<file path="src/rtl/mips_fetch_if.sv">
// Instruction-memory read port of the MIPS fetch unit: a request/address pair
// toward memory and a ready/data pair coming back.
interface mips_fetch_if;
  logic        imem_req_out;
  logic [31:0] imem_addr_out;
  logic        imem_ready_in;
  logic [31:0] imem_data_in;

  modport master (
    output imem_req_out,
    output imem_addr_out,
    input  imem_ready_in,
    input  imem_data_in
  );

  modport slave (
    input  imem_req_out,
    input  imem_addr_out,
    output imem_ready_in,
    output imem_data_in
  );
endinterface

</file>
<file path="src/rtl/mips_fetch.sv">
// Multi-cycle MIPS fetch unit: FETCH waits on instruction memory, EXEC holds the
// latched instruction until it retires and the next PC is selected.
module mips_fetch #(
  parameter logic [31:0] RESET_PC = 32'h0000_0000
) (
  input  logic               clk,
  input  logic               reset,
  mips_fetch_if.master       imem,
  output logic [5:0]         op_out,
  output logic [5:0]         func_out,
  output logic [31:0]        instr_out,
  output logic               instr_valid_out,
  output logic [31:0]        pc_out,
  output logic [31:0]        pc_plus4_out,
  input  logic               branch_in,
  input  logic               bne_in,
  input  logic               jump_in,
  input  logic               jr_in,
  input  logic               zero_in,
  input  logic [31:0]        jr_target_in,
  input  logic               stall_in,
  output logic [31:0]        retired_count_out,
  output logic               misalign_out
);

  typedef enum logic {
    FETCH = 1'b0,
    EXEC  = 1'b1
  } state_t;

  state_t      state;
  state_t      state_next;
  logic        accept;
  logic        retire;
  logic        taken;
  logic [31:0] branch_target;
  logic [31:0] jump_target;
  logic [31:0] next_pc;

  assign accept = (state == FETCH) && imem.imem_ready_in;
  assign retire = (state == EXEC) && !stall_in;

  // State register.
  // NOTE: sequential state uses non-blocking (<=) so every register samples
  // the pre-edge values of the others, independent of statement order.
  always_ff @(posedge clk) begin
    if (reset) state <= FETCH;
    else       state <= state_next;
  end

  // Next-state logic.
  // NOTE: default assignment first so no path leaves state_next unassigned,
  // which would otherwise infer a latch.
  always_comb begin
    state_next = state;
    case (state)
      FETCH:   if (imem.imem_ready_in) state_next = EXEC;
      EXEC:    if (!stall_in)          state_next = FETCH;
      default: state_next = FETCH;
    endcase
  end

  // Output logic: the request is suppressed during reset so a pending fetch
  // is abandoned immediately rather than one cycle later.
  always_comb begin
    imem.imem_req_out  = (state == FETCH) && !reset;
    imem.imem_addr_out = pc_out;
  end

  assign op_out       = instr_out[31:26];
  assign func_out     = instr_out[5:0];
  assign pc_plus4_out = pc_out + 32'd4;

  assign taken         = (branch_in && zero_in) || (bne_in && !zero_in);
  assign branch_target = pc_plus4_out + {{14{instr_out[15]}}, instr_out[15:0], 2'b00};
  assign jump_target   = {pc_plus4_out[31:28], instr_out[25:0], 2'b00};

  // jr wins over jump, jump over a taken branch.
  always_comb begin
    next_pc = pc_plus4_out;
    if (jr_in)        next_pc = {jr_target_in[31:2], 2'b00};
    else if (jump_in) next_pc = jump_target;
    else if (taken)   next_pc = branch_target;
  end

  // Architectural registers; control inputs only matter in a retiring cycle.
  always_ff @(posedge clk) begin
    if (reset) begin
      pc_out            <= RESET_PC;
      instr_out         <= 32'd0;
      instr_valid_out   <= 1'b0;
      retired_count_out <= 32'd0;
      misalign_out      <= 1'b0;
    end else begin
      if (accept) begin
        instr_out       <= imem.imem_data_in;
        instr_valid_out <= 1'b1;
      end
      if (retire) begin
        pc_out            <= next_pc;
        instr_valid_out   <= 1'b0;
        retired_count_out <= retired_count_out + 32'd1;
        if (jr_in && (jr_target_in[1:0] != 2'b00)) misalign_out <= 1'b1;
      end
    end
  end

endmodule
</file>
<file path="src/flat_wrapper.sv">
// flat-port wrapper written by rule: the top's interface ports become plain ports
module mips_fetch_flat 
#(
  parameter logic [31:0] RESET_PC = 32'h0000_0000
)
  (clk, reset, op_out, func_out, instr_out, instr_valid_out, pc_out, pc_plus4_out, branch_in, bne_in, jump_in, jr_in, zero_in, jr_target_in, stall_in, retired_count_out, misalign_out, imem_imem_req_out, imem_imem_addr_out, imem_imem_ready_in, imem_imem_data_in);
  mips_fetch_if imem_i ();
  input  logic clk;
  input  logic reset;
  output logic [5:0] op_out;
  output logic [5:0] func_out;
  output logic [31:0] instr_out;
  output logic instr_valid_out;
  output logic [31:0] pc_out;
  output logic [31:0] pc_plus4_out;
  input  logic branch_in;
  input  logic bne_in;
  input  logic jump_in;
  input  logic jr_in;
  input  logic zero_in;
  input  logic [31:0] jr_target_in;
  input  logic stall_in;
  output logic [31:0] retired_count_out;
  output logic misalign_out;
  output wire logic [$bits(imem_i.imem_req_out)-1:0] imem_imem_req_out;
  output wire logic [$bits(imem_i.imem_addr_out)-1:0] imem_imem_addr_out;
  input wire logic [$bits(imem_i.imem_ready_in)-1:0] imem_imem_ready_in;
  input wire logic [$bits(imem_i.imem_data_in)-1:0] imem_imem_data_in;
  assign imem_imem_req_out = imem_i.imem_req_out;
  assign imem_imem_addr_out = imem_i.imem_addr_out;
  assign imem_i.imem_ready_in = imem_imem_ready_in;
  assign imem_i.imem_data_in = imem_imem_data_in;
  mips_fetch #(.RESET_PC(RESET_PC)) u_core (.clk(clk), .reset(reset), .imem(imem_i), .op_out(op_out), .func_out(func_out), .instr_out(instr_out), .instr_valid_out(instr_valid_out), .pc_out(pc_out), .pc_plus4_out(pc_plus4_out), .branch_in(branch_in), .bne_in(bne_in), .jump_in(jump_in), .jr_in(jr_in), .zero_in(zero_in), .jr_target_in(jr_target_in), .stall_in(stall_in), .retired_count_out(retired_count_out), .misalign_out(misalign_out));
endmodule
</file>
<file path="config.mk">
export PLATFORM = sky130hd
export DESIGN_NAME = mips_fetch_flat
export DESIGN_NICKNAME = d
export VERILOG_FILES = /design/src/rtl/mips_fetch_if.sv /design/src/rtl/mips_fetch.sv /design/src/flat_wrapper.sv
export SDC_FILE = /design/constraint.sdc
export NUM_CORES = 1
export LEC_CHECK = 0
export CAP_MARGIN = 10
export CORE_MARGIN = 2
export CORE_UTILIZATION = 46
export DETAILED_ROUTE_END_ITERATION = 8
export PLACE_DENSITY = 0.81
export REMOVE_ABC_BUFFERS = 1
export SYNTH_ARGS = -nofsm -noshare
export SYNTH_HDL_FRONTEND = slang
export SYNTH_SLANG_ARGS = --single-unit
</file>
<file path="constraint.sdc">
create_clock -name clk -period 3.62 [get_ports clk]
set_input_delay 0.905 -clock clk [delete_from_list [all_inputs] [get_ports clk]]
set_output_delay 0.905 -clock clk [all_outputs]
set_load 0.005 [all_outputs]
</file>
==> flow_metrics.env, run 1 <==
export IMPL_yosys_area_share_simple_pct=21.70
export IMPL_power_density_nw_per_um2=288.6
export IMPL_fmax_mhz=281.5
export IMPL_final_hold_viol_count=0
export IMPL_rsz0062_at_grt="true"
export IMPL_hold_path_cell_count=2
export IMPL_grt_pass1_vias=7103
export IMPL_synth_ff_type="dfxtp_1"
export IMPL_dp_slack_ns=0.06617
export IMPL_cts_root_buffer="clkbuf_16"
export IMPL_cap_violations=0
export IMPL_vias_per_cell=5.699
export IMPL_p_leak_nw=4.040
export IMPL_critPathMaxStageDelay_ns=0.52
export IMPL_path_class="reg2out"
export IMPL_critPathSlowestCell="clkdlybuf4s50_1"
export IMPL_cts_buffers=9
export IMPL_r2r_cells=17
export IMPL_cts_buffer_depth=2
export IMPL_cts_sinks=97
export IMPL_dp_hpwl_mm=17.93
export IMPL_die_h_microns=126.0
export IMPL_gp_congestion=0.9937
export IMPL_hold_slack_ns=0.4732
export IMPL_synth_mux_area_share_pct=0.7497
export IMPL_htree_levels=3
export IMPL_synth_xor_area_share_pct=10.35
export IMPL_ir_drop_uv=225.4
export IMPL_critical_path_top_delay_family="simple AND/OR/NAND/NOR gates"
export IMPL_clock_latency_ns=0.36
export IMPL_n_antenna_cell=0
export IMPL_wl_per_cell_microns=18.46
export IMPL_crit_chain="ha_2 -> nand4_1 -> nor2_4 -> buf_4 -> nand4_4 -> nor3_4 -> xor2_2 -> clkdlybuf4s50_1"
export IMPL_syn_to_final_growth_pct=44.47
export IMPL_grt_max_degree=72
export IMPL_cp_end_kind="output port"
export IMPL_wirelength_mm=24.32
export IMPL_start_kind="flop"
export IMPL_grt_first_pass_wirelength_mm=37.65
export IMPL_worstMarginPinSlew_ns=0.8678
export IMPL_dieArea_sq_um=15870
export IMPL_clk_transition_reported_paths_ns=0.07
export IMPL_drt_iter0_drc=447
export IMPL_synth_top_family_by_area="compound AO/OA/AOI/OAI gates"
export IMPL_pin_count=248
export IMPL_dr_total_vias=7505
export IMPL_min_period_ns=3.553
export IMPL_holdBufCountCts=0
export IMPL_crit_buf_inv=2
export IMPL_port_buffers=241
export IMPL_floorplan_initialDensity_pct=47.08
export IMPL_status="complete, no violations"
export IMPL_syn_area_sq_um=6843
export IMPL_synth_edf_count=0
export IMPL_core_sq_um=14530
export IMPL_die_w_microns=126.0
export IMPL_fin_ws_ns=0.06723
export IMPL_drc=0
export IMPL_final_net_count=1240
export IMPL_async_reset_ff_share_pct=0
export IMPL_setup_viol=0
export IMPL_cts_tree="done"
export IMPL_synthAdderAreaFrac_pct=7.058
export IMPL_critPathMaxFanout=5
export IMPL_ys_seq_area_share_pct=28.38
export IMPL_ys_types=64
export IMPL_grt_total_usage_pct=29.44
export IMPL_crit_arrival_ns=2.65
export IMPL_synth_warnings=0
export IMPL_ys_seq_elements=97
export IMPL_skew_ns=0.009979
export IMPL_min_path_type="reg2reg"
export IMPL_rows=44
export IMPL_crit_required_ns=2.71
export IMPL_antenna_found_initial=0
export IMPL_final_antenna_net_count=0
export IMPL_maxSlewViolCount=0
export IMPL_synth_compound_area_share_pct=22.87
export IMPL_max_slew_margin_rel_pct=41.53
export IMPL_synthCells=904
export IMPL_min_period_over_period_pct=98.14
export IMPL_grt_overflow=0
export IMPL_drt_pass1_iterations=5
export IMPL_drive_above_1_share_pct=10.94
export IMPL_avgSynthCellArea_sq_um=7.569
export IMPL_cp_depth=8
per-layer routing:
metal  wire length (microns)  global-route usage, %  share of wire (%)  up-vias
li1                        -                      -                  -     3582
met1                   10330                  38.42                 42     3523
met2                   11370                  47.63                 47      352
met3                    1970                  6.669                8.1       48
met4                     639                  11.05                2.6        0
met5                       0                      0                  0        -
cell families (layout without fill, tap and decap cells):
kind of cell	Yosys count	count (layout)
multiplexers	5	5
flip-flops	97	97
buffers and inverters	112	336
other	1	6
XOR/XNOR	80	80
adder cells (fa/ha/maj)	38	38
AO/OA/AOI/OAI	249	249
AND/OR/NAND/NOR	322	322
cell usage in the layout (no fill, tap or decap), types with 4 or more instances in the layout:
cell	count
a211oi_1	5
a21o_1	17
a21oi_1	91
a221oi_1	5
a311oi_1	4
a31oi_1	10
and2_1	6
and3_1	13
buf_4	60
clkbuf_16	9
clkdlybuf4s50_1	240
conb_1	6
dfxtp_1	93
dfxtp_2	4
ha_1	34
inv_1	20
nand2_1	134
nand2b_1	10
nand3_1	31
nand4_1	18
nor2_1	77
nor2b_1	4
nor3_1	4
o211ai_1	15
o21a_1	10
o21ai_0	45
o22ai_1	4
o41ai_1	4
or3_1	6
xnor2_1	32
xnor2_2	4
xor2_1	40
xor2_2	4
final cells by class:
| class | count | area, sq um |
|---|---|---|
| multi-input cells | 700 | 4501 |
| fillers | 1240 | 4648 |
| well taps | 184 | 230.2 |
| repair buffers | 301 | 2858 |
| flip-flops and latches | 97 | 1947 |
| inverters | 20 | 75.07 |
| clock inverters | 6 | 50.05 |
| clock buffers | 9 | 225.2 |
cells in the mapped netlist (10+ instances only):
| library cell | instances | area share (%) |
|---|---|---|
| nand4_1 | 18 | 1.6 |
| a21o_1 | 17 | 1.9 |
| a21oi_1 | 94 | 6.9 |
| clkbuf_1 | 36 | 2.0 |
| nand2_1 | 134 | 7.4 |
| ha_1 | 37 | 6.8 |
| dfxtp_1 | 97 | 28 |
| and3_1 | 13 | 1.2 |
| xnor2_1 | 36 | 4.6 |
| nand3_1 | 31 | 2.3 |
| o21ai_0 | 45 | 3.3 |
| buf_4 | 48 | 5.3 |
| nand2b_1 | 10 | 0.91 |
| o21a_1 | 10 | 1.1 |
| xor2_1 | 43 | 5.5 |
| nor2_1 | 80 | 4.4 |
| o211ai_1 | 15 | 1.6 |
| inv_1 | 20 | 1.1 |
| a31oi_1 | 11 | 1.0 |
power by group:
group / switching, mW / total, mW / leakage, nW / internal, mW
clock network: 0.465 / 0.938 / 0.134 / 0.473
logic: 0.360 / 0.749 / 3.11 / 0.389
registers: 0.0555 / 1.17 / 0.792 / 1.11
worst register-to-register path, stage by stage, from the launching register on:
cell       delay [ns]
dfxtp_1          0.36
ha_2             0.21
nand4_1          0.21
nor2_4           0.19
buf_4            0.18
nand2_1          0.08
xnor2_1          0.24
ha_1             0.34
and2_1           0.20
and3_1           0.21
o2111ai_1        0.25
a21oi_1          0.10
o41ai_1          0.08
buf_4            0.19
nand3_1          0.08
a31oi_1          0.23
xnor2_1          0.14
a21oi_1          0.08
stage by stage:
step / instances / cell area [sq um] / util, % / setup TNS [ns] / power, mW
6_report: 1317 / 9886 / 68.02 / 0 / 2.853
5_1_grt: 1317 / 9886 / 68.02 / -0.08729 / 2.968
4_1_cts: 1312 / 9681 / 66.61 / -0.02829 / 2.838
3_5_place_dp: 1297 / 9392 / 64.62 / 0 / 1.911
3_3_place_gp: 1297 / 9392 / 64.62 / 0 / 1.900
2_1_floorplan: 817 / 6332 / - / 0 / 1.477
worst paths after layout:
check | slack [ns] | to | start
min reg2reg | 0.47 | u_core.instr_out[26] | u_core.instr_out[26]
min | 0.47 | u_core.instr_out[26] | u_core.instr_out[26]
max reg2reg | 0.17 | u_core.imem.imem_addr_out[31] | u_core.imem.imem_addr_out[2]
max | 0.07 | pc_plus4_out[28] | u_core.imem.imem_addr_out[2]
timing repair:
item	CTS	global route
setup endpoints to repair	3	18
endpoints found under the hold margin	0	0
resized for setup	3	32
buffers inserted	0	5
pin swaps	0	9
sequential cells by signal, indices dropped and copies added, names as in the netlist:
signal	cells
u_core.instr_valid_out	1
u_core.misalign_out	1
u_core.imem.imem_addr_out	30
u_core.instr_out	32
u_core.retired_count_out	32
u_core.state	1
No activity file was read; power rests on OpenSTA's default activity.
==> inputs of run 2 (changes only) <==
--- a/config.mk
+++ b/config.mk
@@ -9,8 +9,9 @@
 export CORE_MARGIN = 2
 export CORE_UTILIZATION = 46
 export DETAILED_ROUTE_END_ITERATION = 8
-export PLACE_DENSITY = 0.81
+export PLACE_DENSITY = 0.82
 export REMOVE_ABC_BUFFERS = 1
 export SYNTH_ARGS = -nofsm -noshare
 export SYNTH_HDL_FRONTEND = slang
 export SYNTH_SLANG_ARGS = --single-unit
+export TNS_END_PERCENT = 50
==> run 2 against run 1 <==
Against the previous run:
- total power rose by 2.0%
- setup slack got worse by 0.0060 ns
- via count barely moved
- final area rose by 0.32%
- largest cell class unchanged
- highest routed layer unchanged
==> flow_metrics.env, run 2 (synthesis gave the netlist of run 1 again) <==
export IMPL_status="complete, no violations"
export IMPL_fmax_mhz=281.0
export IMPL_place_area_sq_um=9469
export IMPL_dieArea_sq_um=15870
export IMPL_gp_congestion=1.012
export IMPL_grt_overflow=0
export IMPL_instances_no_fill=1324
export IMPL_drive_above_1_share_pct=10.62
export IMPL_min_from="u_core.instr_out[23]"
export IMPL_cts_tree="done"
export IMPL_min_path_type="reg2reg"
export IMPL_start_kind="flop"
export IMPL_port_buffers=241
export IMPL_antenna_found_initial=0
export IMPL_min_period_over_period_pct=98.31
export IMPL_rsz0062_at_grt="true"
export IMPL_skew_ns=0.007644
export IMPL_holdBufCountCts=0
export IMPL_drc=0
export IMPL_dp_hpwl_mm=18.09
export IMPL_path_class="reg2out"
export IMPL_num_fill_cells=1222
export IMPL_critPathMaxFanout=6
export IMPL_ir_drop_uv=234.9
export IMPL_drt_pass1_iterations=6
export IMPL_power_density_nw_per_um2=293.5
export IMPL_worstMarginPinSlew_ns=1.096
export IMPL_multi_input_area_sq_um=4454
export IMPL_dr_total_vias=7500
export IMPL_cts_root_buffer="clkbuf_16"
export IMPL_grt_first_pass_wirelength_mm=37.52
export IMPL_drt_iter0_drc=546
export IMPL_pin_count=248
export IMPL_setup_viol=0
export IMPL_final_net_count=1245
export IMPL_floorplan_initialDensity_pct=47.08
export IMPL_cap_violations=0
export IMPL_die_w_microns=126.0
export IMPL_clk_transition_reported_paths_ns=0.08
export IMPL_final_common_cell="clkdlybuf4s50_1"
export IMPL_startpoint="u_core.imem.imem_addr_out[3]"
export IMPL_hold_slack_ns=0.4733
export IMPL_clock_latency_ns=0.37
export IMPL_cts_buffer_depth=2
export IMPL_maxSlewViolCount=0
export IMPL_reg2reg_from="u_core.imem.imem_addr_out[3]"
export IMPL_cts_sinks=97
export IMPL_htree_levels=3
export IMPL_final_util_pct=68.23
export IMPL_grt_pass1_vias=6974
export IMPL_wirelength_mm=24.33
export IMPL_final_hold_viol_count=0
export IMPL_grt_max_degree=60
export IMPL_p_leak_nw=4.096
export IMPL_die_h_microns=126.0
export IMPL_register_area_sq_um=1943
export IMPL_min_period_ns=3.559
export IMPL_grt_total_usage_pct=29.41
export IMPL_dp_cells=1305
export IMPL_cts_buffers=9
export IMPL_rows=44
export IMPL_wl_per_cell_microns=18.38
export IMPL_final_antenna_net_count=0
export IMPL_layout_common_cells="clkdlybuf4s50_1 (240), nand2_1 (134), dfxtp_1 (96), a21oi_1 (93), nor2_1 (77)"
export IMPL_vias_per_cell=5.665
export IMPL_max_slew_margin_rel_pct=26.14
export IMPL_crit_arrival_ns=2.65
export IMPL_syn_to_final_growth_pct=44.93
export IMPL_design_area_sq_um=9917
export IMPL_fin_ws_ns=0.06119
export IMPL_core_sq_um=14530
export IMPL_cp_end_kind="output port"
export IMPL_dp_slack_ns=0.07449
export IMPL_crit_required_ns=2.71
[run 2: cell count changes in the layout (fill, tap and decap cells not counted), sizes merged]
cell and change:
buf +5, clkinv +2, clkinvlp -1, diode +1
[run 2: timing repair]
action | CTS | global route
pin swaps | 2 | 2
setup endpoints to repair | 4 | 13
gates resized for setup | 6 | 18
setup buffers | 1 | 1
[run 2: path summary, 6_finish.rpt]
check                                                endpoint  slack [ns]  cells past startpoint
worst max-delay path                         pc_plus4_out[30]        0.06                      8
worst min register to register           u_core.instr_out[23]        0.47                      2
worst min-delay path                     u_core.instr_out[23]        0.47                      2
worst max register to register  u_core.imem.imem_addr_out[29]        0.18                     17
[run 2: final cells by class]
cell class / instances / area share (%)
tap: 184 / 2.321
multi-input combinational: 700 / 44.92
clock inverter: 7 / 0.7949
antenna: 1 / 0.02523
inverter: 20 / 0.7570
timing repair buffer: 306 / 29.32
sequential: 97 / 19.59
clock buffer: 9 / 2.271
[run 2: per-layer routing]
layer	vias up	GRT usage, %	wire, microns
li1	3586	-	-
met1	3487	37.78	9875
met2	369	48.73	11440
met3	58	6.500	2314
met4	0	10.34	699
met5	-	0	0
[run 2: per-stage QoR]
step	total power, mW	setup TNS, ns
finish	2.911	0
global route	3.025	-0.08604
CTS	2.901	0
detailed placement	1.917	0
global placement	1.911	0
floorplan	1.477	0
[run 2: critical path: stages, from the launching register on]
cell             delay (ns)
dfxtp_2                0.38
ha_1                   0.19
nand4_1                0.22
nor2_4                 0.20
buf_4                  0.18
nand4_4                0.15
nor2_1                 0.15
xnor2_1                0.22
clkdlybuf4s50_1        0.60
[run 2: power breakdown]
part           internal [mW]  switching [mW]  total (mW)
combinational          0.392           0.357       0.749
clock                  0.491           0.505       0.996
sequential              1.11          0.0562        1.17
total                   1.99           0.918        2.91
